`config.mk`:
```
export PLATFORM = sky130hd
export DESIGN_NAME = miriscv_mdu
export DESIGN_NICKNAME = d
export VERILOG_FILES = /design/src/rtl/miriscv_mdu_pkg.sv /design/src/rtl/miriscv_mdu_divstep.sv /design/src/rtl/miriscv_mdu.sv
export SDC_FILE = /design/constraint.sdc
export NUM_CORES = 1
export LEC_CHECK = 0
export BUFFER_PORTS_ARGS = -buffer_cell sky130_fd_sc_hd__buf_2
export CORE_MARGIN = 1.5
export CORE_UTILIZATION = 28
export DETAILED_ROUTE_END_ITERATION = 10
export HOLD_SLACK_MARGIN = 0.03
export PLACE_DENSITY = 0.5
export SLEW_MARGIN = 20
export SYNTH_ARGS = -nofsm -noshare
export SYNTH_HDL_FRONTEND = slang
export SYNTH_SLANG_ARGS = --single-unit
```
`constraint.sdc`:
```
create_clock -name clk_i -period 3.65 [get_ports clk_i]
set_input_delay 0.73 -clock clk_i [delete_from_list [all_inputs] [get_ports clk_i]]
set_output_delay 0.73 -clock clk_i [all_outputs]
set_load 0.03 [all_outputs]
```
`src/rtl/miriscv_mdu_pkg.sv`:
```
// Shared encodings for the RV32M multiply/divide unit: funct3 opcodes, FSM states
// and operand-signedness helpers.
package miriscv_mdu_pkg;

  typedef enum logic [2:0] {
    MDU_MUL    = 3'd0,
    MDU_MULH   = 3'd1,
    MDU_MULHSU = 3'd2,
    MDU_MULHU  = 3'd3,
    MDU_DIV    = 3'd4,
    MDU_DIVU   = 3'd5,
    MDU_REM    = 3'd6,
    MDU_REMU   = 3'd7
  } mdu_op_e;

  typedef enum logic [1:0] {
    MDU_IDLE = 2'd0,
    MDU_CALC = 2'd1,
    MDU_FIX  = 2'd2,
    MDU_DONE = 2'd3
  } mdu_state_e;

  function automatic logic a_is_signed(input logic [2:0] op);
    return op inside {MDU_MULH, MDU_MULHSU, MDU_DIV, MDU_REM};
  endfunction

  function automatic logic b_is_signed(input logic [2:0] op);
    return op inside {MDU_MULH, MDU_DIV, MDU_REM};
  endfunction

endpackage

```
`src/rtl/miriscv_mdu_divstep.sv`:
```
// One restoring-division step: shift the next dividend bit into the partial
// remainder and subtract the divisor when it fits.
module miriscv_mdu_divstep #(
  parameter int XLEN = 32
) (
  input  logic [XLEN:0]   rem,
  input  logic [XLEN-1:0] divisor,
  input  logic            next_bit,
  output logic [XLEN:0]   rem_next,
  output logic            q_bit
);

  logic [XLEN:0] shifted;
  logic [XLEN:0] diff;

  always_comb begin
    shifted  = {rem[XLEN-1:0], next_bit};
    diff     = shifted - {1'b0, divisor};
    // A set top bit means the true shifted value exceeds any XLEN-bit divisor.
    q_bit    = rem[XLEN] | (shifted >= {1'b0, divisor});
    rem_next = q_bit ? diff : shifted;
  end

endmodule

```
`src/rtl/miriscv_mdu.sv`:
```
// Iterative RV32M multiply/divide unit: one shift-add or restoring-divide step per
// clock on operand magnitudes, with sign fix-up before the result is published.
module miriscv_mdu
  import miriscv_mdu_pkg::*;
#(
  parameter int XLEN = 32
) (
  input  logic            clk_i,
  input  logic            arstn_i,
  input  logic            req_i,
  input  logic [2:0]      op_i,
  input  logic [XLEN-1:0] a_i,
  input  logic [XLEN-1:0] b_i,
  input  logic            kill_i,
  output logic            ready_o,
  output logic            busy_o,
  output logic            done_o,
  output logic [XLEN-1:0] result_o
);

  localparam int CNT_W = $clog2(XLEN + 1);
  localparam logic [XLEN-1:0] INT_MIN = {1'b1, {(XLEN-1){1'b0}}};

  mdu_state_e        state, state_next;
  mdu_op_e           op;
  logic [XLEN-1:0]   opnd;
  logic [2*XLEN-1:0] prod;
  logic [XLEN:0]     rem;
  logic [CNT_W-1:0]  cnt;
  logic              neg;
  logic [XLEN-1:0]   result;

  logic              sign_a, sign_b, div_zero, div_ovf, special;
  logic [XLEN-1:0]   mag_a, mag_b, special_res;
  logic [XLEN:0]     mul_sum;
  logic [2*XLEN-1:0] mul_next;
  logic [XLEN:0]     rem_next;
  logic              q_bit;
  logic [2*XLEN-1:0] prod_fix;
  logic [XLEN-1:0]   quo_fix, rem_fix, fix_res;

  // Operand conditioning and special-case detection at accept
  always_comb begin
    sign_a   = a_is_signed(op_i) & a_i[XLEN-1];
    sign_b   = b_is_signed(op_i) & b_i[XLEN-1];
    mag_a    = sign_a ? -a_i : a_i;
    mag_b    = sign_b ? -b_i : b_i;
    div_zero = op_i[2] && (b_i == '0);
    div_ovf  = (op_i == MDU_DIV || op_i == MDU_REM) && (a_i == INT_MIN) && (&b_i);
    special  = div_zero | div_ovf;
    if (div_zero) special_res = op_i[1] ? a_i : '1;
    else          special_res = op_i[1] ? '0 : a_i;
  end

  // Multiply step: conditionally add multiplicand into the high half, shift right
  always_comb begin
    mul_sum  = {1'b0, prod[2*XLEN-1:XLEN]} + (prod[0] ? {1'b0, opnd} : '0);
    mul_next = {mul_sum, prod[XLEN-1:1]};
  end

  miriscv_mdu_divstep #(.XLEN(XLEN)) u_divstep (
    .rem      (rem),
    .divisor  (opnd),
    .next_bit (prod[XLEN-1]),
    .rem_next (rem_next),
    .q_bit    (q_bit)
  );

  always_comb begin
    prod_fix = neg ? -prod : prod;
    quo_fix  = neg ? -prod[XLEN-1:0] : prod[XLEN-1:0];
    rem_fix  = neg ? -rem[XLEN-1:0] : rem[XLEN-1:0];
    case (op)
      MDU_MUL:                         fix_res = prod_fix[XLEN-1:0];
      MDU_MULH, MDU_MULHSU, MDU_MULHU: fix_res = prod_fix[2*XLEN-1:XLEN];
      MDU_DIV, MDU_DIVU:               fix_res = quo_fix;
      default:                         fix_res = rem_fix;
    endcase
  end

  always_ff @(posedge clk_i or negedge arstn_i) begin
    if (!arstn_i) state <= MDU_IDLE;
    else          state <= state_next;
  end

  always_comb begin
    state_next = state;
    case (state)
      MDU_IDLE: if (req_i) state_next = special ? MDU_DONE : MDU_CALC;
      MDU_CALC: begin
        if (kill_i)                     state_next = MDU_IDLE;
        else if (cnt == CNT_W'(1))      state_next = MDU_FIX;
      end
      MDU_FIX:  state_next = kill_i ? MDU_IDLE : MDU_DONE;
      default:  state_next = MDU_IDLE;
    endcase
  end

  always_comb begin
    ready_o = (state == MDU_IDLE);
    busy_o  = (state != MDU_IDLE);
    done_o  = (state == MDU_DONE);
  end

  assign result_o = result;

  always_ff @(posedge clk_i or negedge arstn_i) begin
    if (!arstn_i) begin
      op     <= MDU_MUL;
      opnd   <= '0;
      prod   <= '0;
      rem    <= '0;
      cnt    <= '0;
      neg    <= 1'b0;
      result <= '0;
    end else begin
      case (state)
        MDU_IDLE: if (req_i) begin
          op  <= mdu_op_e'(op_i);
          neg <= (op_i[2] && op_i[1]) ? sign_a : (sign_a ^ sign_b);
          cnt <= CNT_W'(XLEN);
          rem <= '0;
          // Divide keeps the divisor in opnd and shifts the dividend out of prod
          if (op_i[2]) begin
            opnd <= mag_b;
            prod <= {{XLEN{1'b0}}, mag_a};
          end else begin
            opnd <= mag_a;
            prod <= {{XLEN{1'b0}}, mag_b};
          end
          if (special) result <= special_res;
        end
        MDU_CALC: if (!kill_i) begin
          cnt <= cnt - CNT_W'(1);
          if (op[2]) begin
            rem  <= rem_next;
            prod <= {prod[2*XLEN-1:XLEN], prod[XLEN-2:0], q_bit};
          end else begin
            prod <= mul_next;
          end
        end
        MDU_FIX: if (!kill_i) result <= fix_res;
        default: ;
      endcase
    end
  end

endmodule

```
==> run metrics, run 1 <==
vias in the first global route=15900; maximum clock path buffer count=2; first-pass GRT wire length=between 100000 and 150000 um; worst slew margin relative to its limit=0.307; accumulated negative setup slack=0 ns; worst hold slack across all endpoints=between 0.2 and 0.3 ns; die span in y=roughly 240 um; top-level port count=between 100 and 150; placed insts=roughly 3000; setup clock skew after layout=0.0131 ns; cell type with the highest aggregate area in the netlist=sky130_fd_sc_hd__dfrtp_1; final hold viol count=0; Routed Antenna Nets=0; final cycle utilization of the critical path=0.985; count of unresolved DRC violations after routing=0; via count normalized by instance count=approximately 5.7; arrival time of data at the critical path endpoint=~4 ns; RSZ-0062 raised after global routing=false; data required time at the worst endpoint=4.04 ns; final standard cell count with taps included and fillers excluded=approximately 3000; Syn-to-layout area delta=16.0%; Max Slew Vio Count=0; leakage component of the power=roughly 8.0 nW; DRC marker count from the first detailed-route iteration=around 1900; area share of the leading cell type in the synthesized netlist=0.266; die area=~0.060 sq mm; nets=about 2400; run status=finished clean; summed instance area of the synthesized netlist=0.0163 sq mm; Core Region=roughly 0.058 sq mm; total chip power=around 12 mW; total clock buffers created by CTS=17; remaining global-route overflow=0; worst reg2reg path depth=11; Synth Net Count=2283; Max Clock Freq=about 0.28 GHz; Syn. warnings=0; Clock Sinks=between 150 and 200; flip-flop and latch count after synthesis=173; critical path start-end classification=reg -> reg; peak supply drop=433 uV; ratio of total power to cell area=between 600 and 700 mW/mm^2; post-detailed-routing wire length=a little over 70000 um; cell count after synthesis=roughly 2100; H-tree depth=4; routed wire length per instance=around 24 um; Synth Area per Inst=~7.6 sq um; Min Clock Period, post-route=~3.6 ns; count of TritonRoute iterations in the first routing pass=7; fraction of synthesis flops using an asynchronous set or reset pin=1.00; global router's overall resource usage=0.238; Critical Path Sink Type=register; leading register cell type out of synthesis=sky130_fd_sc_hd__dfrtp_1; number of synthesized flops with an enable pin=0; overall die width=between 200 and 250 um; proportion of synthesized chip area in sequential cells=0.266; I/O Buffers=~110; CTS Root Buffer Type=sky130_fd_sc_hd__clkbuf_16; clock-pin slew of the registers on the worst-case setup and hold paths=approximately 0.07 ns; CTS hold repair buffers=0; crit path max fanout=6; slew at the pin closest to its max-slew limit=1.04 ns; count of distinct cell types in the synthesized netlist=between 80 and 90; top post-synthesis cells by area=sky130_fd_sc_hd__dfrtp_1 27%, sky130_fd_sc_hd__o21ai_0 6.7%, sky130_fd_sc_hd__a21oi_1 6.5%, sky130_fd_sc_hd__ha_1 5.5%, sky130_fd_sc_hd__nand2_1 5.1%; antenna violations before repair=1; GP Congestion=just under 1; post-detailed-placement half-perimeter wirelength=approximately 57000 um; max-capacitance violation count=0; launching element type of the critical path=register; worst hold-check path type=in -> async; number of rows in the core area=88; count of final setup violators=0; initial core utilization=0.282; vias after detailed routing=between 15000 and 20000; CTS tree=yes; Setup Fix Bufs, Post-CTS=0; maximum number of pins on one net before global-route repair=between 60 and 70; proportion of layout cells with a drive suffix above 1=0.137; clock latency of the later-clocked register in the worst-skew pair=about 0.50 ns
## flip-flops by register name (all words and copies together), names as in the netlist
name,cells
opnd,32
prod,64
result_o,32
cnt,6
neg,1
rem,33
state,2
op,3
## worst paths after layout
| check | startpoint | slack [ns] | end |
|---|---|---|---|
| setup / recovery | prod[5] | 0.05 | result_o[12] |
| hold / removal | arstn_i | 0.25 | result_o[11] |
| setup reg to reg | prod[5] | 0.05 | result_o[12] |
| hold reg to reg | result_o[10] | 0.48 | result_o[10] |
| max in group asynchronous | arstn_i | 2.57 | rem[4] |
| min in group clk_i | result_o[10] | 0.48 | result_o[10] |
## cell usage after synthesis, types with 9 or more instances
cell type / n
sky130_fd_sc_hd__clkbuf_1: 110
sky130_fd_sc_hd__a31oi_1: 14
sky130_fd_sc_hd__nand2_1: 219
sky130_fd_sc_hd__nand4_1: 23
sky130_fd_sc_hd__buf_2: 10
sky130_fd_sc_hd__nor2b_1: 23
sky130_fd_sc_hd__buf_1: 11
sky130_fd_sc_hd__o31ai_1: 41
sky130_fd_sc_hd__inv_1: 70
sky130_fd_sc_hd__o221ai_1: 29
sky130_fd_sc_hd__a21o_1: 22
sky130_fd_sc_hd__or3_1: 21
sky130_fd_sc_hd__maj3_1: 14
sky130_fd_sc_hd__dfrtp_1: 173
sky130_fd_sc_hd__nand2b_1: 14
sky130_fd_sc_hd__o211ai_1: 17
sky130_fd_sc_hd__o41ai_1: 23
sky130_fd_sc_hd__and3_1: 13
sky130_fd_sc_hd__mux2i_1: 55
sky130_fd_sc_hd__o21ai_0: 219
sky130_fd_sc_hd__nand3_1: 29
sky130_fd_sc_hd__nor2_1: 214
sky130_fd_sc_hd__or2_2: 9
sky130_fd_sc_hd__or4_1: 13
sky130_fd_sc_hd__nor4_1: 25
sky130_fd_sc_hd__a211oi_1: 21
sky130_fd_sc_hd__nor3_1: 85
sky130_fd_sc_hd__a2111oi_0: 9
sky130_fd_sc_hd__xnor2_1: 93
sky130_fd_sc_hd__ha_1: 71
sky130_fd_sc_hd__a221oi_1: 10
sky130_fd_sc_hd__and2_1: 10
sky130_fd_sc_hd__a21oi_1: 212
sky130_fd_sc_hd__xor2_1: 84
## per-stage QoR
stage,worst slack [ns],area (sq um),util
2_1_floorplan,0.294,16300,-
3_3_place_gp,0.0846,18200,0.316
3_5_place_dp,0.0660,18200,0.316
4_1_cts,0.0604,18800,0.327
5_1_grt,0.00206,18900,0.328
6_report,0.0539,18900,0.328
## critical path, stage by stage (launching register included)
cell and delay (ns):
sky130_fd_sc_hd__dfrtp_1 0.39, sky130_fd_sc_hd__nor3_1 0.60, sky130_fd_sc_hd__buf_4 0.27, sky130_fd_sc_hd__nand3_1 0.10
sky130_fd_sc_hd__buf_4 0.21, sky130_fd_sc_hd__o41ai_1 0.32, sky130_fd_sc_hd__xnor2_1 0.13, sky130_fd_sc_hd__a221oi_1 0.85
sky130_fd_sc_hd__o21ai_0 0.25, sky130_fd_sc_hd__buf_4 0.21, sky130_fd_sc_hd__o21ai_0 0.07, sky130_fd_sc_hd__o21ai_1 0.08
## timing repair
action,in CTS,in global routing
resized for setup,0,12
hold endpoints to repair,0,0
setup endpoints to repair,0,44
## area by class of cell
cell class	count	area (sq um)
clock buffers	17	425
fillers	6110	38700
flip-flops and latches	173	4330
multi-input cells	1755	11100
diodes	1	2.50
clock inverters	15	208
inverters	72	270
well taps	765	957
repair buffers	227	1520
## cell usage in the layout, fill, tap and decap left out, drive strengths merged, types with 71 or more instances in the layout
master and n:
buf 227, o21ai 224, nand2 219, nor2 214
a21oi 212, dfrtp 173, xnor2 93, nor3 86
xor2 84, inv 76, ha 71
## power by group
| group | internal (mW) | switching [mW] |
|---|---|---|
| registers | 2.48 | 0.748 |
| logic | 2.44 | 4.72 |
| clock network | 1.16 | 0.938 |
## metal layers
layer | part of all wire | global-route usage | up-vias
li1 | - | - | 8037
met1 | 0.45 | 0.323 | 8457
met2 | 0.44 | 0.360 | 659
met3 | 0.072 | 0.0541 | 114
met4 | 0.041 | 0.104 | 0
met5 | 0 | 0 | -
## logic make-up after synthesis
family | after synthesis | synth area share
AO/OA/AOI/OAI | 703 | 0.268
XOR/XNOR | 177 | 0.0953
adder cells (fa/ha/maj) | 87 | 0.0657
buffers and inverters | 211 | 0.0536
flip-flops | 173 | 0.266
multiplexers | 60 | 0.0373
AND/OR/NAND/NOR | 728 | 0.214
(Power assumes the default switching activity.)
==> run 2, diff against run 1 <==
CELL_PAD_IN_SITES_DETAIL_PLACEMENT = 0   (was default)
CELL_PAD_IN_SITES_GLOBAL_PLACEMENT = 1   (was default)
PLACE_DENSITY = default   (was 0.5)
PLACE_DENSITY_LB_ADDON = 0.25   (was default)
==> run 2 against run 1 <==
Utilization shrank 0.14 points. Register-to-register slack better by 0.03 ns. Critical path depth shrank 2. Largest power group unchanged.
==> run metrics, run 2 (same netlist as run 1, synthesis figures left out) <==
run status=finished clean (unchanged); Syn-to-layout area delta=15.5% (was 16.0%); vias after detailed routing=16900 (was 17300); layout filler cell count=6131 (was 6110); peak supply drop=377 uV (was 433 uV); Max Clock Freq=0.280 GHz (was 0.278 GHz); top-level port count=106 (unchanged); Max Slew Vio Count=0 (unchanged); FF/Latch Area=0.00433 sq mm (unchanged); Largest register FFs=64 (unchanged); die area=0.0595 sq mm (unchanged); final hold viol count=0 (unchanged); GP Congestion=0.924 (was 0.962); global router's overall resource usage=0.238 (about the same); critical path start-end classification=reg -> reg (unchanged); largest reg by FF count=prod (unchanged); count of unresolved DRC violations after routing=0 (unchanged); placed insts=2989 (was 2992); data required time at the worst endpoint=4.00 ns (was 4.04 ns); post-detailed-routing wire length=72000 um (was 72400 um); reg2reg start=prod[11] (was prod[5]); most frequent standard cell in the layout excluding fill and tap cells=sky130_fd_sc_hd__nand2_1 (was sky130_fd_sc_hd__o21ai_0); launching element type of the critical path=register (unchanged); crit path max fanout=9 (was 6); count of final setup violators=0 (unchanged); final standard cell area without fillers=0.0188 sq mm (was 0.0189 sq mm); Setup Fix Bufs, Post-CTS=0 (unchanged); overall die width=244 um (unchanged); maximum number of pins on one net before global-route repair=67 (was 69); commonest cells after routing, fill and taps aside=218 x sky130_fd_sc_hd__nand2_1, 214 x sky130_fd_sc_hd__o21ai_0, 211 x sky130_fd_sc_hd__a21oi_1, 210 x sky130_fd_sc_hd__nor2_1, 171 x sky130_fd_sc_hd__dfrtp_1 (was 219 x sky130_fd_sc_hd__o21ai_0, 218 x sky130_fd_sc_hd__nand2_1, 211 x sky130_fd_sc_hd__nor2_1, 211 x sky130_fd_sc_hd__a21oi_1, 171 x sky130_fd_sc_hd__dfrtp_1); via count normalized by instance count=5.60 (was 5.71); Routed Antenna Nets=0 (unchanged); nets=2387 (was 2390); H-tree depth=4 (unchanged); area taken by multi-input logic gates=0.0112 sq mm (was 0.0111 sq mm); slew at the pin closest to its max-slew limit=1.16 ns (was 1.04 ns); registers with the most flip-flops=prod x64, rem x33 (unchanged); number of rows in the core area=88 (unchanged); leakage component of the power=7.93 nW (was 7.99 nW); total chip power=12.1 mW (was 12.5 mW); die span in y=244 um (unchanged); initial core utilization=0.282 (unchanged); I/O Buffers=105 (unchanged); maximum clock path buffer count=2 (unchanged); final standard cell count with taps included and fillers excluded=3021 (was 3025); clock latency of the later-clocked register in the worst-skew pair=0.47 ns (was 0.50 ns); Core Region=0.0576 sq mm (unchanged); total placed instance area=0.0181 sq mm (was 0.0182 sq mm); final cycle utilization of the critical path=0.978 (was 0.985); ratio of total power to cell area=644 mW/mm^2 (was 662 mW/mm^2); routed wire length per instance=23.8 um (was 24.0 um); worst hold-check path type=in -> async (unchanged); accumulated negative setup slack=0 ns (unchanged); CTS Root Buffer Type=sky130_fd_sc_hd__clkbuf_16 (unchanged); setup clock skew after layout=0.0134 ns (was 0.0131 ns); post-detailed-placement half-perimeter wirelength=57100 um (was 56900 um); first-pass GRT wire length=106000 um (was 105000 um); Clock Sinks=173 (unchanged); worst slew margin relative to its limit=0.227 (was 0.307); vias in the first global route=15900 (about the same); clock-pin slew of the registers on the worst-case setup and hold paths=0.07 ns (about the same); CTS tree=yes (unchanged); antenna violations before repair=1 (unchanged); total clock buffers created by CTS=17 (unchanged); first element of the critical path=prod[11] (was prod[5]); DRC marker count from the first detailed-route iteration=1520 (was 1857); arrival time of data at the critical path endpoint=3.92 ns (was 3.98 ns); count of TritonRoute iterations in the first routing pass=5 (was 7); Min Clock Period, post-route=3.57 ns (was 3.60 ns); proportion of layout cells with a drive suffix above 1=0.136 (was 0.137); max-capacitance violation count=0 (unchanged); remaining global-route overflow=0 (unchanged); Critical Path Sink Type=register (unchanged); RSZ-0062 raised after global routing=false (unchanged)
[run 2: report_power, final]
part | leakage (nW) | switching, mW | internal [mW] | total [mW]
clock network | 0.265 | 0.855 | 0.954 | 1.81
logic | 5.42 | 4.60 | 2.43 | 7.03
registers | 2.24 | 0.767 | 2.49 | 3.25
total | 7.93 | 6.22 | 5.87 | 12.1
[run 2: path summary, 6_finish.rpt]
check	endpoint	slack [ns]	depth (start not counted)
max in group asynchronous	result_o[20]	2.59	2
min in group clk_i	opnd[11]	0.49	2
worst max register to register	result_o[30]	0.08	9
worst min-delay path	prod[59]	0.25	1
worst min register to register	opnd[11]	0.49	2
worst max-delay path	result_o[30]	0.08	9
[run 2: repair_timing]
| action | CTS | global route |
|---|---|---|
| hold buffers | 0 | 0 |
| resized for setup | 6 | 20 |
| pin swaps | 0 | 1 |
| endpoints found under the setup margin | 6 | 28 |
| hold endpoints to repair | 0 | 0 |
[run 2: cell type report]
class | instances | share of cell area
Tap cell | 765 | 0.0510
Multi-Input combinational cell | 1755 | 0.596
Clock inverter | 6 | 0.00187
Antenna cell | 1 | 0.000133
Inverter | 72 | 0.0144
Clock buffer | 25 | 0.0269
Sequential cell | 173 | 0.231
Timing Repair Buffer | 224 | 0.0792
[run 2: per-stage QoR]
| step | hold slack (ns) | util | worst slack, ns |
|---|---|---|---|
| global placement | 0.454 | 0.315 | -0.380 |
| CTS | 0.270 | 0.325 | 0.0175 |
| detailed placement | 0.466 | 0.315 | -0.366 |
| global route | 0.290 | 0.326 | 0.00746 |
| floorplan | 0.434 | - | 0.294 |
| finish | 0.252 | 0.326 | 0.0820 |
[run 2: layer usage]
metal / up-vias / track usage / part of all wire
li1: 8014 / - / -
met1: 8297 / 0.333 / 0.46
met2: 531 / 0.367 / 0.45
met3: 81 / 0.0374 / 0.056
met4: 0 / 0.0881 / 0.034
met5: - / 0 / 0
[run 2: critical path, cell delays in order, from the launching register on]
cell	delay, ns
sky130_fd_sc_hd__dfrtp_1	0.49
sky130_fd_sc_hd__or4_4	0.61
sky130_fd_sc_hd__or4_4	0.53
sky130_fd_sc_hd__or4_4	0.62
sky130_fd_sc_hd__nor4_4	0.28
sky130_fd_sc_hd__and4_1	0.28
sky130_fd_sc_hd__nand3_1	0.09
sky130_fd_sc_hd__o31ai_1	0.11
sky130_fd_sc_hd__a211oi_2	0.08
sky130_fd_sc_hd__o41ai_2	0.35
==> run 3, diff against run 2 <==
CTS_BUF_LIST = sky130_fd_sc_hd__clkbuf_8   (was default)
==> run 3 against run 2 <==
Via count about the same. Register-to-register slack is essentially flat. Wire length is 0.16% higher. Sequential cell count did not move. Global-route usage barely moved. Maximum frequency down 0.30%. Largest power group unchanged. Combinational power about the same. Power is 3.7% lower. Cell count barely moved.
==> run metrics, run 3 (same netlist as run 1, synthesis figures left out) <==
launching element type of the critical path=register (unchanged); Clock Sinks=173 (unchanged); Max Slew Vio Count=0 (unchanged); # diodes=0 (was 1); count of TritonRoute iterations in the first routing pass=5 (unchanged); run status=finished clean (unchanged); H-tree depth=4 (unchanged); clock latency of the later-clocked register in the worst-skew pair=0.53 ns (was 0.47 ns); worst hold-check path type=in -> async (unchanged); first element of the critical path=prod[11] (unchanged); maximum number of pins on one net before global-route repair=67 (unchanged); reg2reg start=prod[11] (unchanged); DRC marker count from the first detailed-route iteration=1580 (was 1520); arrival time of data at the critical path endpoint=3.98 ns (was 3.92 ns); remaining global-route overflow=0 (unchanged); Setup Fix Bufs, Post-CTS=0 (unchanged); critical path start-end classification=reg -> reg (unchanged); Syn-to-layout area delta=14.4% (was 15.5%); final standard cell count with taps included and fillers excluded=3020 (was 3021); GP Congestion=0.924 (unchanged); Critical Path Sink Type=register (unchanged); registers with the most flip-flops=prod x64, rem x33 (unchanged); initial core utilization=0.282 (unchanged); largest reg by FF count=prod (unchanged); Critical R2R Capture=result_o[30] (unchanged); RSZ-0062 raised after global routing=true (was false); proportion of layout cells with a drive suffix above 1=0.136 (unchanged); worst reg2reg path depth=9 (unchanged); setup slack of the worst register-to-register path=0.07 ns (was 0.08 ns); die area=0.0595 sq mm (unchanged); CTS Root Buffer Type=sky130_fd_sc_hd__clkbuf_8 (was sky130_fd_sc_hd__clkbuf_16); post-detailed-routing wire length=72100 um (was 72000 um); post-detailed-placement half-perimeter wirelength=57100 um (unchanged); combinational cell fraction of total power=0.605 (was 0.581); CTS tree=yes (unchanged); count of final setup violators=0 (unchanged); clock-pin slew of the registers on the worst-case setup and hold paths=0.10 ns (was 0.07 ns); Switching Share=0.531 (was 0.515); total clock buffers created by CTS=17 (unchanged); slew at the pin closest to its max-slew limit=1.14 ns (was 1.16 ns); final cycle utilization of the critical path=0.981 (was 0.978); worst slew margin relative to its limit=0.236 (was 0.227); antenna violations before repair=1 (unchanged); nets=2387 (unchanged); leakage component of the power=7.85 nW (was 7.93 nW); I/O Buffers=105 (unchanged); final hold viol count=0 (unchanged); Max Clock Freq=0.279 GHz (was 0.280 GHz); count of unresolved DRC violations after routing=0 (unchanged); Int Pwr=5.46 mW (was 5.87 mW); most frequent standard cell in the layout excluding fill and tap cells=sky130_fd_sc_hd__nand2_1 (unchanged); crit path max fanout=9 (unchanged); clock network power share=0.115 (was 0.150); sequential group share of total power=0.280 (was 0.269); vias after detailed routing=16900 (about the same); Routed Antenna Nets=0 (unchanged); maximum clock path buffer count=2 (unchanged); via count normalized by instance count=5.60 (about the same); final standard cell area without fillers=0.0186 sq mm (was 0.0188 sq mm); commonest cells after routing, fill and taps aside=218 x sky130_fd_sc_hd__nand2_1, 214 x sky130_fd_sc_hd__o21ai_0, 211 x sky130_fd_sc_hd__a21oi_1, 210 x sky130_fd_sc_hd__nor2_1, 171 x sky130_fd_sc_hd__dfrtp_1 (unchanged); post-layout worst setup margin=0.0711 ns (was 0.0820 ns); peak supply drop=299 uV (was 377 uV); global router's overall resource usage=0.238 (about the same); Min Clock Period, post-route=3.58 ns (was 3.57 ns); ratio of total power to cell area=626 mW/mm^2 (was 644 mW/mm^2); Largest register FFs=64 (unchanged); max-capacitance violation count=0 (unchanged); die span in y=244 um (unchanged); Core Region=0.0576 sq mm (unchanged); top-level port count=106 (unchanged); setup clock skew after layout=0.0242 ns (was 0.0134 ns); vias in the first global route=15900 (about the same); routed wire length per instance=23.9 um (was 23.8 um); worst slack at placement=-0.366 ns (unchanged); crit path capture=result_o[30] (unchanged); overall die width=244 um (unchanged); first-pass GRT wire length=106000 um (about the same); number of rows in the core area=88 (unchanged); net switching power=6.18 mW (was 6.22 mW); total placed instance area=0.0181 sq mm (unchanged); total chip power=11.6 mW (was 12.1 mW); data required time at the worst endpoint=4.05 ns (was 4.00 ns); placed insts=2989 (unchanged)
==> run 3: cell count changes in the layout (fill, tap and decap cells not counted), sizes merged <==
| cell | previous run | this run |
|---|---|---|
| diode | 1 | 0 |
| clkbuf | 25 | 22 |
| inv | 70 | 73 |
==> run 3: power groups by stage <==
stage	sequential [mW]	combinational, mW	clock, mW
6_report	3.25	7.04	1.34
5_1_grt	3.33	7.62	1.44
4_1_cts	3.22	6.90	1.36
3_5_place_dp	3.25	6.83	0
3_3_place_gp	3.25	6.80	0
2_1_floorplan	3.12	4.40	0
==> run 3: layout make-up <==
| class | count | area (sq um) |
|---|---|---|
| Fill cell | 6147 | 39000 |
| Clock inverter | 9 | 46.3 |
| Multi-Input combinational cell | 1755 | 11200 |
| Inverter | 72 | 270 |
| Tap cell | 765 | 957 |
| Timing Repair Buffer | 224 | 1490 |
| Sequential cell | 173 | 4330 |
| Clock buffer | 22 | 303 |
==> run 3: worst min-delay path by stage <==
stage                       startpoint           end  cells past startpoint
after floorplan                arstn_i        cnt[0]                      0
after global placement    result_o[10]  result_o[10]                      2
after detailed placement  result_o[24]  result_o[24]                      2
after CTS                      arstn_i      prod[59]                      1
after global routing           arstn_i      prod[59]                      1
final                          arstn_i      prod[59]                      1
==> run 3: stage by stage <==
stage	hold slack, ns	utilization	TNS [ns]
detailed placement	0.466	0.315	-0.666
CTS	0.196	0.322	0
global route	0.216	0.323	-0.000938
global placement	0.454	0.315	-0.468
floorplan	0.434	-	0
finish	0.180	0.323	0
==> run 3: critical path, cell delays in order, from the launching register on <==
cell,delay [ns]
sky130_fd_sc_hd__dfrtp_1,0.50
sky130_fd_sc_hd__or4_4,0.61
sky130_fd_sc_hd__or4_4,0.53
sky130_fd_sc_hd__or4_4,0.62
sky130_fd_sc_hd__nor4_4,0.28
sky130_fd_sc_hd__and4_1,0.28
sky130_fd_sc_hd__nand3_1,0.09
sky130_fd_sc_hd__o31ai_1,0.10
sky130_fd_sc_hd__a211oi_2,0.08
sky130_fd_sc_hd__o41ai_2,0.36
==> run 3: repair_timing <==
item,CTS,global route
pin swaps,0,1
gates resized for setup,6,21
hold endpoints to repair,0,0
hold buffers,0,0
setup endpoints to repair,6,30
==> run 3: per-layer routing <==
layer	up-vias	routed length [um]	track usage
li1	8001	-	-
met1	8263	33300	0.334
met2	562	32000	0.366
met3	84	4280	0.0375
met4	0	2500	0.0841
met5	-	0	0
